<file path="src/rtl/gen_alg_pkg.sv">
// Shared definitions for the limb-serial wide adder sequencer.
package gen_alg_pkg;

  localparam int unsigned LIMB_W_DEF = 16;
  localparam int unsigned LIMBS_DEF  = 4;
  localparam int unsigned WD_MAX_DEF = 4;

  typedef enum logic [1:0] {
    ST_IDLE  = 2'd0,
    ST_ISSUE = 2'd1,
    ST_WAIT  = 2'd2,
    ST_DONE  = 2'd3
  } state_e;

endpackage

</file>
<file path="src/rtl/wide_add_seq_if.sv">
// Link between the sequencer (master) and the external registered limb adder (slave).
interface wide_add_seq_if
  import gen_alg_pkg::*;
#(
  parameter int unsigned LIMB_W = LIMB_W_DEF
);

  logic [LIMB_W-1:0] add_a;
  logic [LIMB_W-1:0] add_b;
  logic              add_en;
  logic              add_cin;
  logic [LIMB_W-1:0] add_result;
  logic              add_cout;
  logic              add_vail;

  modport master (
    output add_a, add_b, add_en, add_cin,
    input  add_result, add_cout, add_vail
  );

  modport slave (
    input  add_a, add_b, add_en, add_cin,
    output add_result, add_cout, add_vail
  );

endinterface

</file>
<file path="src/rtl/wide_add_seq.sv">
// Wide add/subtract built by feeding one limb per round trip through an
// external registered adder, LSB limb first, with a per-limb watchdog.
module wide_add_seq
  import gen_alg_pkg::*;
#(
  parameter int unsigned LIMB_W = LIMB_W_DEF,
  parameter int unsigned LIMBS  = LIMBS_DEF,
  parameter int unsigned WD_MAX = WD_MAX_DEF
) (
  input  logic                     clk,
  input  logic                     rst,
  input  logic                     start,
  input  logic [LIMB_W*LIMBS-1:0]  a,
  input  logic [LIMB_W*LIMBS-1:0]  b,
  input  logic                     sub,
  output logic                     busy,
  output logic                     done,
  output logic [LIMB_W*LIMBS-1:0]  sum,
  output logic                     carry_out,
  output logic                     overflow,
  output logic                     err,
  wide_add_seq_if.master           add
);

  localparam int unsigned IDX_W = (LIMBS  > 1) ? $clog2(LIMBS)  : 1;
  localparam int unsigned WD_W  = (WD_MAX > 1) ? $clog2(WD_MAX) : 1;

  state_e                         state;
  logic [LIMBS-1:0][LIMB_W-1:0]   a_q;
  logic [LIMBS-1:0][LIMB_W-1:0]   b_q;
  logic [LIMBS-1:0][LIMB_W-1:0]   sum_q;
  logic                           carry_q;
  logic [IDX_W-1:0]               idx;
  logic [WD_W-1:0]                wd_cnt;

  logic                           last_limb;
  logic                           wd_expired;
  logic                           sum_top_nxt;
  logic                           ovf_nxt;

  // Result flags are registered on the edge entering DONE, so the top sum
  // bit has to come from the limb being written on that same edge.
  always_comb begin
    last_limb   = (idx == IDX_W'(LIMBS - 1));
    wd_expired  = (wd_cnt == WD_W'(WD_MAX - 1));
    sum_top_nxt = sum_q[LIMBS-1][LIMB_W-1];
    if (add.add_vail && last_limb) begin
      sum_top_nxt = add.add_result[LIMB_W-1];
    end
    ovf_nxt = (a_q[LIMBS-1][LIMB_W-1] == b_q[LIMBS-1][LIMB_W-1]) &&
              (sum_top_nxt != a_q[LIMBS-1][LIMB_W-1]);
  end

  // Sequencer: capture operands, walk limbs through the adder, watch for stalls.
  always_ff @(posedge clk) begin
    if (rst) begin
      state     <= ST_IDLE;
      a_q       <= '0;
      b_q       <= '0;
      sum_q     <= '0;
      carry_q   <= 1'b0;
      idx       <= '0;
      wd_cnt    <= '0;
      carry_out <= 1'b0;
      overflow  <= 1'b0;
      err       <= 1'b0;
    end else begin
      case (state)
        ST_IDLE: begin
          if (start) begin
            a_q       <= a;
            b_q       <= sub ? ~b : b;
            carry_q   <= sub;
            idx       <= '0;
            sum_q     <= '0;
            carry_out <= 1'b0;
            overflow  <= 1'b0;
            err       <= 1'b0;
            state     <= ST_ISSUE;
          end
        end
        ST_ISSUE: begin
          wd_cnt <= '0;
          state  <= ST_WAIT;
        end
        ST_WAIT: begin
          if (add.add_vail) begin
            sum_q[idx] <= add.add_result;
            carry_q    <= add.add_cout;
            if (last_limb) begin
              carry_out <= add.add_cout;
              overflow  <= ovf_nxt;
              state     <= ST_DONE;
            end else begin
              idx   <= idx + 1'b1;
              state <= ST_ISSUE;
            end
          end else if (wd_expired) begin
            err       <= 1'b1;
            carry_out <= carry_q;
            overflow  <= ovf_nxt;
            state     <= ST_DONE;
          end else begin
            wd_cnt <= wd_cnt + 1'b1;
          end
        end
        ST_DONE: begin
          state <= ST_IDLE;
        end
        default: begin
          state <= ST_IDLE;
        end
      endcase
    end
  end

  // Status and adder drive decoded from state; adder operands forced to zero when idle.
  always_comb begin
    busy        = (state != ST_IDLE);
    done        = (state == ST_DONE);
    add.add_en  = (state == ST_ISSUE);
    add.add_a   = '0;
    add.add_b   = '0;
    add.add_cin = 1'b0;
    if (state == ST_ISSUE) begin
      add.add_a   = a_q[idx];
      add.add_b   = b_q[idx];
      add.add_cin = carry_q;
    end
  end

  assign sum = sum_q;

endmodule

</file>
<file path="src/flat_wrapper.sv">
// flat-port wrapper written by rule: the top's interface ports become plain ports
module wide_add_seq_flat import gen_alg_pkg::*;
#(
  parameter int unsigned LIMB_W = LIMB_W_DEF,
  parameter int unsigned LIMBS  = LIMBS_DEF,
  parameter int unsigned WD_MAX = WD_MAX_DEF
)
  (clk, rst, start, a, b, sub, busy, done, sum, carry_out, overflow, err, add_add_a, add_add_b, add_add_en, add_add_cin, add_add_result, add_add_cout, add_add_vail);
  wide_add_seq_if #(.LIMB_W(LIMB_W)) add_i ();
  input  logic clk;
  input  logic rst;
  input  logic start;
  input  logic [LIMB_W*LIMBS-1:0] a;
  input  logic [LIMB_W*LIMBS-1:0] b;
  input  logic sub;
  output logic busy;
  output logic done;
  output logic [LIMB_W*LIMBS-1:0] sum;
  output logic carry_out;
  output logic overflow;
  output logic err;
  output wire logic [$bits(add_i.add_a)-1:0] add_add_a;
  output wire logic [$bits(add_i.add_b)-1:0] add_add_b;
  output wire logic [$bits(add_i.add_en)-1:0] add_add_en;
  output wire logic [$bits(add_i.add_cin)-1:0] add_add_cin;
  input wire logic [$bits(add_i.add_result)-1:0] add_add_result;
  input wire logic [$bits(add_i.add_cout)-1:0] add_add_cout;
  input wire logic [$bits(add_i.add_vail)-1:0] add_add_vail;
  assign add_add_a = add_i.add_a;
  assign add_add_b = add_i.add_b;
  assign add_add_en = add_i.add_en;
  assign add_add_cin = add_i.add_cin;
  assign add_i.add_result = add_add_result;
  assign add_i.add_cout = add_add_cout;
  assign add_i.add_vail = add_add_vail;
  wide_add_seq #(.LIMB_W(LIMB_W), .LIMBS(LIMBS), .WD_MAX(WD_MAX)) u_core (.clk(clk), .rst(rst), .start(start), .a(a), .b(b), .sub(sub), .busy(busy), .done(done), .sum(sum), .carry_out(carry_out), .overflow(overflow), .err(err), .add(add_i));
endmodule
</file>
<file path="config.mk">
export PLATFORM = sky130hd
export DESIGN_NAME = wide_add_seq_flat
export DESIGN_NICKNAME = d
export VERILOG_FILES = /design/src/rtl/gen_alg_pkg.sv /design/src/rtl/wide_add_seq_if.sv /design/src/rtl/wide_add_seq.sv /design/src/flat_wrapper.sv
export SDC_FILE = /design/constraint.sdc
export NUM_CORES = 1
export LEC_CHECK = 0
export BUFFER_PORTS_ARGS = -buffer_cell sky130_fd_sc_hd__buf_2
export CORE_ASPECT_RATIO = 0.5
export CORE_MARGIN = 2
export CORE_UTILIZATION = 56
export CTS_CLUSTER_SIZE = 10
export DETAILED_ROUTE_END_ITERATION = 10
export HOLD_SLACK_MARGIN = 0.06
export PLACE_DENSITY = 0.85
export SLEW_MARGIN = 20
export SYNTH_ARGS = -nofsm -noshare
export SYNTH_HDL_FRONTEND = slang
export SYNTH_SLANG_ARGS = --single-unit
</file>
<file path="constraint.sdc">
create_clock -name clk -period 5.35 [get_ports clk]
set_input_delay 0.2675 -clock clk [delete_from_list [all_inputs] [get_ports clk]]
set_output_delay 0.2675 -clock clk [all_outputs]
set_load 0.02 [all_outputs]
</file>
==> flow_summary_export.csv, run 1 <==
group,metric,value,unit
run_status,status,"complete, no violations",
drt,drc,0,
floorplanning,fp-row-count,32,
floorplanning,start_util,57.9,%
sta,fin_skew,0.0158,ns
logic_synthesis,ys.warnings.count,0,
clock_network,post-cts-setup-buffers,0,
logic_synthesis,synth_cells,937,
global_route,grt_pass1_vias,7822,
sta,setup-tns-final,0,ns
sta,fin_ws,2.44,ns
worst_setup_path,startpoint_type,"flop",
global_route,antenna_found_initial,0,
drt,dr.pass1.iters,5,
clock_network,cts.sinks,202,
sta,maxSlewViolCount,0,
floorplanning,io_pins,253,
drt,wirelength,24700,um
sta,rsz0062_at_grt,"false",
worst_setup_path,crit_type,"flop to primary output",
worst_hold_path,min_path_type,"primary input to flop",
layout,fin_nets,1358,
drt,wl_met2,12100,um
sta,finalSetupViolations,0,
floorplanning,die_x,183,um
logic_synthesis,synth.distinct_cells,37,
layout,area_growth,26.4,%
clock_network,cts-root-buf,"clkbuf_16",
worst_setup_path,cp-end-kind,"primary output",
floorplanning,die-height,93.7,um
sta,whs,0.0657,ns
worst_setup_path,cp.arrival,2.64,ns
layout,fillerInstances,1087,
layout,antenna_cells,0,
placement,io_buffers,252,
logic_synthesis,synth_edf_count,0,
drt,highest_layer,"met4",
worst_setup_path,reg2reg_setup_slack,2.66,ns
placement,gp_congestion,0.802,
worst_setup_path,cp.required,5.08,ns
sta,maxSlewHeadroom,25.8,%
global_route,grt_pass1_wl,38500,um
worst_setup_path,worstRegToRegCells,5,
logic_synthesis,synth.yosys.seq_area_share,44.8,%
placement,dp_hpwl,15100,um
worst_hold_path,min_path_cells,3,
drt,wl_met1,9940,um
logic_synthesis,synth_seq_cells,202,
clock_network,clock_latency,0.51,ns
sta,max_freq,344,MHz
worst_setup_path,cp-endpoint,"add_add_a[9]",
clock_network,htreeDepth,1,
logic_synthesis,syn-cell-area,9020,um2
clock_network,cts.clk_slew.worst_paths,0.06,ns
sta,worstMarginPinSlew,1.11,ns
worst_setup_path,r2r_end,"u_core.a_q[17]",
global_route,globalRouteOverflowTotal,0,
clock_network,clockBufferDepth,3,
logic_synthesis,synthesis.nets,1092,
clock_network,numCtsBuffers,24,
logic_synthesis,ys_async_sr_fraction,0,%
global_route,grtUsageTotal,27.9,%
floorplanning,core,15600,um2
placement,post-place-ws,2.73,ns
drt,vias_per_cell,5.62,
worst_setup_path,r2r-start,"u_core.state[1]",
run,maxCapViolCount,0,
sta,period_needed,2.91,ns
floorplanning,die_area,17200,um2
logic_synthesis,avgSynthCellArea,9.63,um2
logic_synthesis,synth-main-ff-cell,"dfxtp_1",
sta,finalCritPeriodShare,54.4,%
drt,vias,7907,
power,leakagePower,4.69,nW
drt,wl_met3,1600,um
power,max-vdd-ir-drop,246,uV
worst_setup_path,startpoint,"u_core.state[0]",
global_route,grt_max_degree,122,
drt,ant_nets,0,
drt,drtIter0Drc,541,
sta,hold_viol_final,0,
worst_setup_path,crit_path_max_fanout,18,
power,p_per_area,313,nW/um2
clock_network,cts_tree,"built",
layout,drive_gt1_share,31.2,%
drt,wl_per_cell,17.5,um
layer usage:
layer  GRT usage, %  vias to the layer above
li1               -                     3744
met1           34.5                     3728
met2           47.5                      342
met3           5.66                       93
met4           13.1                        0
met5              0                        -
cell type report:
class | count | area, um2 | area share [%]
multi-input combinational | 649 | 4470 | 39.2
clock inverter | 2 | 25.0 | 0.220
tap | 204 | 255 | 2.24
clock buffer | 25 | 604 | 5.30
timing repair buffer | 323 | 1980 | 17.4
inverter | 3 | 11.3 | 0.0988
sequential | 202 | 4050 | 35.5
cell usage after synthesis (all sizes together), types with 3 or more instances:
library cell    n  share of area, %
buf            56               4.4
a21o            5              0.42
xnor2          64               6.2
nor2          143               6.0
nand2         134               5.6
dfxtp         202                45
and2           35               2.5
nand2b          4              0.36
mux2i           5              0.55
and3            4              0.28
inv             3              0.12
clkbuf         27               1.2
a211oi         66               8.4
a22oi          65               5.4
a21oi          68               3.8
ha              5              0.69
nor2b           3              0.24
nand3           6              0.33
mux4           32               8.0
per-stage QoR:
| stage | area [um2] | cells | utilization [%] | power, mW |
|---|---|---|---|---|
| finish | 11400 | 1408 | 73.2 | 3.56 |
| global route | 11400 | 1408 | 73.2 | 3.70 |
| CTS | 11400 | 1408 | 73.2 | 3.57 |
| detailed placement | 10100 | 1314 | 64.8 | 2.16 |
| global placement | 10100 | 1314 | 64.8 | 2.14 |
| floorplan | 9020 | 937 | - | 2.03 |
cells in the final DEF (no fill, tap or decap), types with 2 or more instances in the layout:
| cell type | n |
|---|---|
| a211oi_1 | 14 |
| a211oi_2 | 52 |
| a21o_1 | 5 |
| a21oi_1 | 68 |
| a22oi_1 | 65 |
| and2_1 | 34 |
| and3_1 | 4 |
| buf_2 | 250 |
| buf_4 | 4 |
| clkbuf_16 | 24 |
| dfxtp_1 | 200 |
| dfxtp_2 | 2 |
| dlygate4sd3_1 | 67 |
| ha_1 | 5 |
| inv_1 | 3 |
| mux2i_1 | 5 |
| mux4_2 | 32 |
| nand2_1 | 133 |
| nand2b_1 | 3 |
| nand3_1 | 6 |
| nor2_1 | 141 |
| nor2_2 | 2 |
| nor2b_2 | 2 |
| nor3_1 | 2 |
| xnor2_1 | 64 |
state kept, by name, summed over array words and instances, names as in the netlist:
signal and count:
u_core.a_q 64, u_core.b_q 64, u_core.carry_out 1, u_core.carry_q 1, u_core.err 1, u_core.idx 2
u_core.overflow 1, u_core.state 2, u_core.sum 64, u_core.wd_cnt 2
cells by family (layout without fill, tap and decap cells):
| logic type | count (synthesis) | after routing | share of synthesized area [%] |
|---|---|---|---|
| xor+xnor | 64 | 64 | 6.21 |
| compound gates | 211 | 211 | 18.6 |
| simple gates | 331 | 331 | 15.4 |
| flops | 202 | 202 | 44.8 |
| buf+inv | 86 | 353 | 5.69 |
| fa+ha+maj | 5 | 5 | 0.693 |
| mux | 38 | 38 | 8.67 |
how the worst min path moves through the flow:
| stage | start | to | slack, ns |
|---|---|---|---|
| 2_1_floorplan | a[0] | u_core.a_q[0] | 0.40 |
| 5_1_grt | add_add_result[14] | u_core.sum[62] | 0.06 |
| 4_1_cts | add_add_result[14] | u_core.sum[62] | 0.06 |
| 6_report | add_add_result[14] | u_core.sum[62] | 0.07 |
| 3_3_place_gp | u_core.a_q[16] | u_core.a_q[16] | 0.44 |
| 3_5_place_dp | u_core.a_q[59] | u_core.a_q[59] | 0.44 |
worst max-delay path, stage by stage, from the launching register on:
cell,delay (ns)
dfxtp_1,0.67
nor2b_2,0.74
buf_4,0.35
and2_1,0.20
buf_2,0.18
report_power, final:
| part | internal, mW | total, mW | switching [mW] |
|---|---|---|---|
| sequential | 1.59 | 1.65 | 0.0582 |
| clock | 0.796 | 1.38 | 0.583 |
| combinational | 0.237 | 0.532 | 0.294 |
timing repair:
action | 4_1_cts | 5_1_grt
endpoints found under the hold margin | 67 | 0
hold buffers | 67 | 0
gates resized for setup | 0 | 0
Note: power is estimated with default switching activity, not from simulation.
==> run 2: changes to the inputs <==
Settings changed: CORE_UTILIZATION 56 to 52, PLACE_DENSITY 0.85 to 0.8.
Clock period 5.35 ns to 2.7 ns, I/O delays scaled along.
==> run 2 against run 1 <==
Effect of this change:
- sequential share of layout area decreased by 2.8 points
- sequential cell count unchanged
- clock-buffer cell count decreased by 1
- clock power increased by 99%
- routed wire length increased by 9.4%
- global-route usage increased by 0.46 points
- register-to-register slack got worse by 2.2 ns
- critical path depth unchanged
- combinational power increased by 130%
- via count increased by 5.6%
- cell area increased by 8.6%
- clock skew increased by 0.0060 ns
- critical path type unchanged
==> flow_summary_export.csv, run 2 (same netlist as run 1, synthesis figures left out) <==
group,metric,value,unit
sta,maxSlewViolCount,0,
sta,max_freq,409,MHz
drt,dr.pass1.iters,5,
placement,dp_hpwl,16000,um
drt,wl_per_cell,17.7,um
sta,maxSlewHeadroom,50.9,%
layout,final_cell_mix,"250 x buf_2, 200 x dfxtp_1, 145 x dlygate4sd3_1",
sta,setup-tns-final,0,ns
floorplanning,die_area,18500,um2
power,seq_power_share,45.3,%
sta,worstMarginPinSlew,0.736,ns
worst_setup_path,cp_slowest_stage_delay,0.65,ns
floorplanning,die_x,190,um
placement,placed_area,10300,um2
global_route,antenna_found_initial,1,
layout,fin_nets,1449,
global_route,globalRouteOverflowTotal,0,
worst_setup_path,cp-end-kind,"primary output",
sta,finalSetupViolations,0,
floorplanning,io_pins,253,
sta,fin_skew,0.0217,ns
power,pwr-share-clk,38.1,%
clock_network,htreeDepth,1,
power,combinationalPowerShare,16.6,%
layout,area_growth,37.2,%
placement,gp_congestion,0.827,
power,p_per_area,583,nW/um2
placement,io_buffers,252,
global_route,grt_pass1_vias,8644,
worst_setup_path,crit_path_cell_trace,"buf_4, mux4_2, and2_1, buf_2",
run_status,status,"complete, no violations",
clock_network,post-cts-setup-buffers,0,
layout,drive_gt1_share,30.1,%
worst_setup_path,cp_num_buf_inv,2,
clock_network,numCtsBuffers,24,
sta,period_needed,2.45,ns
worst_setup_path,crit_family,"flip-flops",
drt,wirelength,27000,um
sta,hold_viol_final,0,
worst_setup_path,crit_path_max_fanout,20,
global_route,grtUsageTotal,28.4,%
worst_setup_path,crit_type,"flop to primary output",
power,max-vdd-ir-drop,443,uV
power,p_switching,1.90,mW
run,maxCapViolCount,0,
floorplanning,core,16700,um2
layout,final_common_cell,"buf_2",
worst_setup_path,startpoint_type,"flop",
drt,vias_per_cell,5.48,
clock_network,cts.sinks,202,
clock_network,cts-root-buf,"clkbuf_16",
drt,drc,0,
drt,ant_nets,0,
drt,vias,8347,
sta,rsz0062_at_grt,"false",
worst_setup_path,cp.arrival,2.31,ns
clock_network,cts.clk_slew.worst_paths,0.06,ns
layout,finalInstanceArea,12400,um2
clock_network,cts_tree,"built",
drt,drtIter0Drc,566,
power,leakagePower,5.11,nW
clock_network,clockBufferDepth,3,
global_route,grt_pass1_wl,42400,um
worst_setup_path,crit_path_top_delay_cell,"dfxtp_2",
power,switching_share,26.4,%
floorplanning,fp-row-count,33,
clock_network,cts_resized,0,
sta,finalCritPeriodShare,90.7,%
worst_hold_path,min_path_type,"primary input to flop",
clock_network,hold_buffers,145,
power,p_int,5.31,mW
global_route,grt_max_degree,86,
floorplanning,start_util,54.1,%
clock_network,clock_latency,0.51,ns
worst_setup_path,cp.required,2.57,ns
floorplanning,die-height,97.1,um
## run 2: cell types whose count changed in the layout (fill, tap and decap cells not counted), sizes merged
cell         delta
dlygate4sd3    +78
buf            +13
clkbuf          -1
diode           +1
## run 2: final timing paths
kind	slack (ns)	cells after the start	end	startpoint
max	0.25	4	add_add_a[3]	u_core.idx[1]
min	0.08	2	u_core.carry_out	rst
max reg2reg	0.47	4	u_core.sum[31]	u_core.state[1]
min reg2reg	0.45	2	u_core.a_q[36]	u_core.a_q[36]
## run 2: power groups by stage
stage / registers, mW / clock network, mW / logic, mW
floorplan: 3.29 / 0 / 0.743
global placement: 3.31 / 0 / 0.975
detailed placement: 3.32 / 0 / 1.01
CTS: 3.26 / 2.79 / 1.17
global route: 3.28 / 2.93 / 1.29
finish: 3.27 / 2.75 / 1.20
## run 2: routing by layer
metal	GRT usage, %	part of all wire, %	vias to the layer above
li1	-	-	3927
met1	34.1	41	3976
met2	49.0	49	344
met3	5.67	5.7	100
met4	13.4	4.2	0
met5	0	0	-
## run 2: cell type report
cell class | instances | area (um2)
diodes | 1 | 2.50
inverters | 3 | 11.3
flip-flops and latches | 202 | 4050
fillers | 1151 | 4300
repair buffers | 414 | 2920
well taps | 227 | 284
clock inverters | 2 | 38.8
multi-input cells | 649 | 4470
clock buffers | 24 | 601
## run 2: stage by stage
step	total power [mW]	std cells	setup slack, ns	hold slack, ns	utilization (%)
6_report	7.21	1522	0.252	0.0844	74.2
5_1_grt	7.50	1522	0.189	0.103	74.2
4_1_cts	7.22	1521	0.287	0.0738	74.2
3_5_place_dp	4.33	1350	0.549	0.383	61.6
3_3_place_gp	4.29	1350	0.681	0.376	61.6
2_1_floorplan	4.03	937	0.841	0.271	-
